$ cat src/rtl/instr_rom_arbiter.sv
// instr_rom_arbiter: round-robin arbiter routing fetch/load requests to a shared single-port ROM with 1-cycle responses
module instr_rom_arbiter #(
  parameter int ADDR_W = 14,
  parameter int DATA_W = 32,
  parameter bit RR_INIT = 1'b1
) (
  input  logic              clk,
  input  logic              rst,
  input  logic              f_req_valid,
  input  logic [ADDR_W-1:0] f_req_addr,
  output logic              f_req_ready,
  input  logic              f_flush,
  output logic              f_rsp_valid,
  output logic [DATA_W-1:0] f_rsp_data,
  output logic              f_rsp_err,
  input  logic              l_req_valid,
  input  logic [ADDR_W-1:0] l_req_addr,
  output logic              l_req_ready,
  output logic              l_rsp_valid,
  output logic [DATA_W-1:0] l_rsp_data,
  output logic              l_rsp_err,
  output logic [ADDR_W-1:0] rom_addr,
  input  logic [DATA_W-1:0] rom_data
);
  logic last_q, last_d;
  logic pend_v_q, pend_v_d;
  logic pend_owner_q, pend_owner_d;
  logic pend_err_q, pend_err_d;
  logic gnt_f, gnt_l, f_own, l_own, f_live;
  always_comb begin
    gnt_f        = f_req_valid && (!l_req_valid || last_q);
    gnt_l        = l_req_valid && (!f_req_valid || !last_q);
    f_req_ready  = gnt_f && !rst;
    l_req_ready  = gnt_l && !rst;
    rom_addr     = gnt_l ? l_req_addr : f_req_addr;
    last_d       = (gnt_f || gnt_l) ? gnt_l : last_q;
    pend_v_d     = gnt_f || gnt_l;
    pend_owner_d = gnt_l;
    pend_err_d   = pend_v_d && (rom_addr[1:0] != 2'b00);
  end
  always_ff @(posedge clk or posedge rst) begin
    if (rst) begin
      last_q       <= RR_INIT;
      pend_v_q     <= 1'b0;
      pend_owner_q <= 1'b0;
      pend_err_q   <= 1'b0;
    end else begin
      last_q       <= last_d;
      pend_v_q     <= pend_v_d;
      pend_owner_q <= pend_owner_d;
      pend_err_q   <= pend_err_d;
    end
  end
  // A flush only kills a fetch response; a pending load response passes untouched.
  always_comb begin
    f_own       = pend_v_q && !pend_owner_q;
    l_own       = pend_v_q && pend_owner_q;
    f_live      = f_own && !f_flush;
    f_rsp_valid = f_live;
    f_rsp_err   = f_live && pend_err_q;
    f_rsp_data  = (f_live && !pend_err_q) ? rom_data : '0;
    l_rsp_valid = l_own;
    l_rsp_err   = l_own && pend_err_q;
    l_rsp_data  = (l_own && !pend_err_q) ? rom_data : '0;
  end
endmodule

$ cat config.mk
export PLATFORM = sky130hd
export DESIGN_NAME = instr_rom_arbiter
export DESIGN_NICKNAME = d
export VERILOG_FILES = /design/src/rtl/instr_rom_arbiter.sv
export SDC_FILE = /design/constraint.sdc
export NUM_CORES = 1
export LEC_CHECK = 0
export CAP_MARGIN = 0
export CORE_ASPECT_RATIO = 1.4
export CORE_UTILIZATION = 19
export CTS_BUF_LIST = sky130_fd_sc_hd__clkbuf_8 sky130_fd_sc_hd__clkbuf_16
export DETAILED_ROUTE_END_ITERATION = 10
export PLACE_DENSITY = 0.76
export SETUP_SLACK_MARGIN = 0.02
export SKIP_CTS_REPAIR_TIMING = 1
export SLEW_MARGIN = 20
export SYNTH_ARGS = -nofsm -noshare
export SYNTH_HDL_FRONTEND = slang
export SYNTH_SLANG_ARGS = --single-unit
$ cat constraint.sdc
create_clock -name clk -period 1.35 [get_ports clk]
set_input_delay 0.27 -clock clk [delete_from_list [all_inputs] [get_ports clk]]
set_output_delay 0.27 -clock clk [all_outputs]
set_load 0.02 [all_outputs]
=== After elaboration in Yosys (flattened, before gate mapping) ===
Index checks and enable logic that the tools add are counted.

* Register bits after elaboration: 4
* Latch bits: 0
* Bits in writable memories: 0
* ROM bits: 0
* Bits of input ports: 65
* Output and inout port bits: 84
* Word-level logic and storage cells: 30
* Memories: 0

* Add/sub/neg operators: 0
* Multiply operators: 0
* Div/mod/pow operators: 0
* Magnitude comparators: 0
* Equality and inequality tests: 0
* Shift-type cells: 0
* Mux-type cells: 3
* Bitwise operators: 0
* Reductions and logical operators: 23

{| class="wikitable"
|+ Operators with widths
! kind !! number
|-
| $mux W32 || 2
|-
| $mux W14 || 1
|-
| $logic_and A1 B1 Y1 || 12
|-
| $logic_not A1 Y1 || 7
|-
| $logic_or A1 B1 Y1 || 3
|-
| $reduce_bool A2 Y1 || 1
|}

=== Logic depth before layout (Yosys ltp) ===
Gate-level depths: netlist of the first run.

* Depth after elaboration: 6
* Gate-level depth with buffers: 3
* Depth with buffers taken out: 2

=== Worst setup path before layout of the first run ===
Ideal clock, no wire load.

* Path kind: register to output
* Start: reg pend_owner_q
* End: out f_rsp_err
* Arrival time: 1.331 ns
* Required time: 1.080 ns
* Path slack: -0.251 ns
* Stages on the path, launching flop included: 3
* Buffers on the path: 0
* Cells stage by stage: dfrtp_1 > nor3b_1 > and2_1

* Cells in the longest elaborated chain, start to end: 4

{| class="wikitable"
|+ Ends and longest elaborated chain
! what !! line !! source
|-
| start, declared || 27 || <nowiki>logic pend_owner_q, pend_owner_d;</nowiki>
|-
| start signal, assigned || 50 || <nowiki>pend_owner_q <= pend_owner_d;</nowiki>
|-
| $logic_not A1 Y1 || 56 || <nowiki>f_own = pend_v_q && !pend_owner_q;</nowiki>
|-
| $logic_and A1 B1 Y1 || 56 ||
|-
| $logic_and A1 B1 Y1 || 58 || <nowiki>f_live = f_own && !f_flush;</nowiki>
|-
| via f_rsp_valid || 13 || <nowiki>output logic f_rsp_valid,</nowiki>
|-
| $logic_and A1 B1 Y1 || 60 || <nowiki>f_rsp_err = f_live && pend_err_q;</nowiki>
|-
| end, declared || 15 || <nowiki>output logic f_rsp_err,</nowiki>
|}

The timed path passes the listed nets, and every way through them passes these cells.

=== Final worst setup path of the first run ===
* Start: reg pend_owner_q
* End: out f_rsp_data[19]

* Cells in the longest elaborated chain, start to end: 5

{| class="wikitable"
|+ Ends and longest elaborated chain
! what !! line !! source
|-
| $logic_not A1 Y1 || 56 ||
|-
| $logic_and A1 B1 Y1 || 56 ||
|-
| $logic_and A1 B1 Y1 || 58 ||
|-
| $logic_and A1 B1 Y1 || 61 || <nowiki>f_rsp_data = (f_live && !pend_err_q) ? rom_data : '0;</nowiki>
|-
| $mux W32 || 61 ||
|-
| end, declared || 14 || <nowiki>output logic [DATA_W-1:0] f_rsp_data,</nowiki>
|}

No other way between the ends.

==> flow_summary_export.csv, run 1 <==
group,metric,value,unit
outcome,status,"finished with violations",
outcome,violations,"negative setup slack",
worst_setup_path,critPathMaxFanout,8,
routing,dr.first_iter.drc_count,6,
clock_network,worstSkewPairLatency,0.23,ns
logic_synthesis,synth_top_area_share,47.3,%
logic_synthesis,seq_area_frac_synth,11.6,%
worst_setup_path,required,1.08,ns
timing,clock.fmax,0.550,GHz
layout,drive_gt1_share,73.0,%
die,die-area,4880,um^2
die,die_w,59.3,um
timing,worstMarginPinSlew,0.236,ns
worst_setup_path,slowest_stage,"dfrtp_1",
worst_setup_path,r2r-end,"pend_err_q",
timing,hold_slack,0.407,ns
pwr,p_sw_share,33.0,%
timing,setup_slack,-0.468,ns
global_route,grt.overflow.total,0,
logic_synthesis,ys_ff_latch,4,
routing,vias,1446,
routing,drc,0,
worst_setup_path,startpoint_type,"flip-flop",
global_route,grt_max_degree,33,
clock_network,cts-root-buf,"clkbuf_8",
die,core_area,4310,um^2
timing,period_needed,1.82,ns
routing,routed_via_density,4.19,
worst_setup_path,crit_path_end_kind,"primary output",
worst_setup_path,path_depth,5,
layout,fin_cells,345,
pwr,p_int,0.988,mW
pwr,pwr-share-seq,9.9,%
worst_setup_path,crit_family,"simple AND/OR/NAND/NOR gates",
placed_design,port_buffers,148,
layout,fillers,319,
worst_setup_path,crit_buf_inv,3,
die,dieHeight,82.2,um
logic_synthesis,syn_area,873,um^2
worst_setup_path,cp.arrival,1.55,ns
clock_network,cts_buffer_depth,2,
routing,wl_per_cell,13.7,um
placed_design,placed_cells,326,
routing,ant_nets,0,
timing,skew,0.00612,ns
timing,rsz0062_at_grt,"true",
clock_network,cts_buffers,3,
routing,firstDrtPassIters,3,
worst_setup_path,path_cells,"nor4b_4 -> buf_4 -> clkbuf_16 -> and2_4 -> buf_6",
worst_setup_path,startpoint,"pend_owner_q",
timing,hold_viol_final,0,
die,io_pins,149,
clock_network,cts.sinks,4,
logic_synthesis,synth_fp_nets,170,
worst_setup_path,reg2reg_from,"last_q",
global_route,grt_first_pass_wirelength,5810,um
die,start_util,20.3,%
clock_network,clk_pin_slew,0.04,ns
timing,drv_slew,0,
pwr,pwr-share-clk,18.5,%
global_route,grt_pass1_vias,1292,
worst_setup_path,ff2ff_path_depth,5,
worst_setup_path,cp-endpoint,"f_rsp_data[19]",
logic_synthesis,ys_warn_count,0,
worst_setup_path,r2r_slack,0.07,ns
placed_design,gp_congestion,0.764,
global_route,grtUsageTotal,15.5,%
worst_hold_path,min_path_type,"primary input to async pin",
logic_synthesis,ys_types,19,
timing,relSlewSlack,84.2,%
clock_network,htree_levels,1,
logic_synthesis,yosysTopAreaCell,"and2_1",
pwr,cellLeakagePower,1.53,nW
timing,setup_violations,84,
layout,final_nets,351,
global_route,antenna_found_initial,0,
pwr,p_sw,0.488,mW
worst_setup_path,cpPeakStageDelay,0.41,ns
pwr,max-vdd-ir-drop,0.481,mV
routing,wl,4740,um
placed_design,hpwl,3360,um
worst_setup_path,crit_type,"flip-flop to primary output",
logic_synthesis,syn_area_per_cell,8.32,um^2
die,rows,28,
job,cap_violations,0,
logic_synthesis,yosys-top-cells-area,"and2_1 47%, mux2_4 12%, mux2_2 9.0%",
layout,syn_to_final_growth,251,%
clock_network,tritoncts,"yes",
logic_synthesis,syn-instance-count,105,
pwr,pwr_density_cell,481,nW/um^2
pwr,pwr-share-comb,71.6,%
layout,diodes,0,
timing,fin_crit_sh,135,%
-- final cells by class --
cell class / instances / area, um^2 / share of cell area (%)
Clock buffer: 3 / 41.3 / 1.35
Clock inverter: 1 / 3.75 / 0.122
Inverter: 2 / 7.51 / 0.245
Multi-Input combinational cell: 92 / 906 / 29.5
Sequential cell: 4 / 101 / 3.30
Tap cell: 60 / 75.1 / 2.45
Timing Repair Buffer: 183 / 1930 / 63.0
-- how the worst min path moves through the flow --
| stage | start | endpoint | slack [ns] | depth (start not counted) |
|---|---|---|---|---|
| final | rst | pend_err_q | 0.41 | 3 |
| after global routing | l_req_valid | pend_v_q | 0.44 | 3 |
| after CTS | rst | pend_err_q | 0.38 | 3 |
| after detailed placement | rst | pend_err_q | 0.62 | 3 |
| after global placement | last_q | last_q | 0.61 | 2 |
| after floorplan | rst | pend_err_q | 0.05 | 1 |
-- sequential cells by signal, summed over array words and instances, names as in the netlist --
signal        count
last_q            1
pend_v_q          1
pend_err_q        1
pend_owner_q      1
-- logic make-up (layout without fill, tap and decap cells) --
family / after synthesis / count (layout) / synth area share (%)
simple gates: 72 / 72 / 54.2
mux: 16 / 16 / 23.4
buf+inv: 9 / 189 / 6.16
compound gates: 4 / 4 / 4.73
flops: 4 / 4 / 11.6
-- cell usage after synthesis, drive strengths merged --
cell type,instances
o211a,1
clkbuf,6
nor4b,1
and2,67
a21boi,1
buf,1
dfstp,1
or2,1
and3,1
mux2,14
and3b,1
mux2i,2
dfrtp,3
inv,2
o22ai,2
nor3b,1
-- power groups by stage --
stage	clock network [mW]	logic (mW)	registers, mW
after floorplan	0	0.379	0.146
after global placement	0	0.875	0.146
after detailed placement	0	0.884	0.146
after CTS	0.278	0.887	0.144
after global routing	0.287	1.11	0.147
final	0.274	1.06	0.145
-- metrics by stage --
step	util [%]	worst slack (ns)	total power [mW]	setup TNS, ns	cell area, um^2
after global routing	71.2	-0.520	1.55	-35.74	3070
after detailed placement	61.8	-0.994	1.03	-63.80	2670
after global placement	61.8	-0.971	1.02	-62.55	2670
final	71.2	-0.468	1.48	-31.24	3070
after floorplan	-	-0.0526	0.526	-1.24	991
after CTS	62.9	-1.01	1.31	-72.16	2710
-- layer usage --
metal	part of all wire [%]	track usage (%)	vias to the layer above	routed length, um
met3	9.9	4.67	4	471
met2	58	31.2	94	2750
met1	31	14.3	649	1490
met4	0.63	5.00	0	30
met5	0	0	-	0
li1	-	-	699	-
-- cells in the final DEF, fill, tap and decap left out --
cell type	count
buf_4	25
o211a_1	1
clkbuf_8	3
dlymetal6s2s_1	3
buf_6	86
nor3b_2	1
inv_1	3
dfrtp_1	3
clkbuf_16	3
buf_2	2
nor4b_4	1
a21boi_4	1
buf_12	2
or2_2	1
mux2i_1	2
mux2_4	14
and2_4	56
clkdlybuf4s50_1	61
clkbuf_2	1
and3b_2	1
and3_4	1
and2_1	2
and2_2	9
o22ai_1	2
dfstp_2	1
-- worst reg2reg max path, delay by kind of cell, from the launching register on --
family                 cells  cell delay, ns
muxes                      1            0.11
DFF                        1            0.55
buffers and inverters      3            0.42
AOI/OAI and AO/OA          1            0.08
(Power assumes the default switching activity.)
==> inputs of run 2 (changes only) <==
- SETUP_SLACK_MARGIN: 0.02 -> 0.5
==> run 2 against run 1 <==
Net effect:
- the run still ends with negative setup slack left
- maximum frequency grew 2.3%
- register-to-register slack gained 0.08 ns
- wire length shrank 4.2%
- clock power shrank 5%
- critical path depth is the same
- die area is the same
- clock skew shrank 0.0036 ns
- clock-buffer cell count is the same
- flip-flop and latch count is the same
- via count shrank 2.6%
- cell count shrank 4.1%
- largest power group unchanged
==> flow_summary_export.csv, run 2 (synthesized netlist as in run 1, its figures left out) <==
group,metric,value,unit
outcome,status,"finished with violations",
outcome,violations,"negative setup slack",
routing,wl,4540,um
timing,skew,0.00252,ns
timing,clock.fmax,0.562,GHz
global_route,antenna_found_initial,0,
global_route,grt_max_degree,23,
timing,setup_violations,83,
timing,setup_slack,-0.428,ns
timing,period_needed,1.78,ns
global_route,grt_first_pass_wirelength,5840,um
layout,postLayoutCellArea,3000,um^2
timing,hold_viol_final,0,
layout,drive_gt1_share,72.7,%
global_route,grtUsageTotal,15.6,%
routing,ant_nets,0,
die,start_util,20.3,%
placed_design,port_buffers,148,
pwr,max-vdd-ir-drop,0.450,mV
global_route,grt.overflow.total,0,
timing,hold_slack,0.382,ns
clock_network,cts_buffers,3,
global_route,grt_pass1_vias,1339,
worst_setup_path,cpPeakStageDelay,0.43,ns
worst_setup_path,startpoint_type,"flip-flop",
die,io_pins,149,
clock_network,cts-root-buf,"clkbuf_8",
worst_setup_path,crit_path_end_kind,"primary output",
clock_network,worstSkewPairLatency,0.22,ns
clock_network,cts_buffer_depth,2,
worst_setup_path,path_cells,"nor4b_4 -> buf_6 -> clkbuf_16 -> and2_2 -> buf_6",
placed_design,gp_congestion,0.737,
die,rows,28,
timing,relSlewSlack,84.0,%
clock_network,cts.sinks,4,
clock_network,clk_pin_slew,0.03,ns
die,dieHeight,82.2,um
worst_setup_path,crit_type,"flip-flop to primary output",
layout,layout_commonest_cell,"buf_6",
layout,syn_to_final_growth,244,%
job,cap_violations,0,
routing,wl_per_cell,13.7,um
worst_setup_path,cp.arrival,1.51,ns
timing,worstMarginPinSlew,0.240,ns
layout,diodes,0,
routing,drc,0,
clock_network,tritoncts,"yes",
placed_design,hpwl,3270,um
layout,final_cell_mix,"87 x buf_6, 61 x clkdlybuf4s50_1, 60 x and2_4",
pwr,cellLeakagePower,1.48,nW
die,die_w,59.3,um
clock_network,htree_levels,1,
placed_design,dpl-instance-area,2690,um^2
timing,fin_setup_tns,-29.47,ns
pwr,pwr_density_cell,480,nW/um^2
timing,rsz0062_at_grt,"true",
routing,routed_via_density,4.26,
die,die-area,4880,um^2
worst_setup_path,critPathMaxFanout,11,
placed_design,dp_slack,-1.07,ns
worst_hold_path,min_path_type,"primary input to async pin",
routing,vias,1409,
timing,drv_slew,0,
layout,final_nets,337,
timing,fin_crit_sh,132,%
layout,fin_util,69.7,%
worst_setup_path,slowest_stage,"dfrtp_1",
routing,dr.first_iter.drc_count,12,
worst_setup_path,crit_top_cell,"buf_6",
worst_setup_path,required,1.08,ns
die,core_area,4310,um^2
routing,firstDrtPassIters,4,
-- run 2: path summary, 6_finish.rpt --
| path | slack (ns) | cells after the start | from | endpoint |
|---|---|---|---|---|
| max reg2reg | 0.15 | 4 | last_q | pend_err_q |
| min reg2reg | 0.71 | 3 | last_q | last_q |
| max | -0.43 | 5 | pend_err_q | f_rsp_data[19] |
| min | 0.38 | 3 | rst | pend_err_q |
| min in group clk | 0.46 | 3 | l_req_valid | pend_v_q |
| max in group asynchronous | 0.77 | 3 | rst | last_q |
-- run 2: layout make-up --
cell class | count | area [um^2]
clock buffers | 3 | 41.3
clock inverters | 1 | 3.75
fillers | 338 | 1310
inverters | 2 | 7.51
multi-input cells | 92 | 916
flip-flops and latches | 4 | 103
well taps | 60 | 75.1
repair buffers | 169 | 1860
-- run 2: worst max-delay path, delay by kind of cell (launching register included) --
kind | cells | cell delay [ns]
buf+inv | 3 | 0.42
flops | 1 | 0.43
simple gates | 2 | 0.43
-- run 2: per-layer routing --
layer / GRT usage [%] / vias to the layer above / routed length (um)
li1: - / 669 / -
met1: 12.6 / 625 / 1380
met2: 31.8 / 113 / 2490
met3: 7.48 / 2 / 666
met4: 4.29 / 0 / 10
met5: 0 / - / 0
-- run 2: stage by stage --
stage	std cells	total power [mW]
finish	331	1.44
global route	331	1.51
global placement	320	1.05
detailed placement	320	1.06
floorplan	105	0.567
CTS	324	1.32
-- run 2: where the power goes --
| part | internal [mW] | switching, mW | total, mW |
|---|---|---|---|
| clock network | 0.194 | 0.0659 | 0.260 |
| registers | 0.134 | 0.0140 | 0.148 |
| logic | 0.641 | 0.394 | 1.04 |
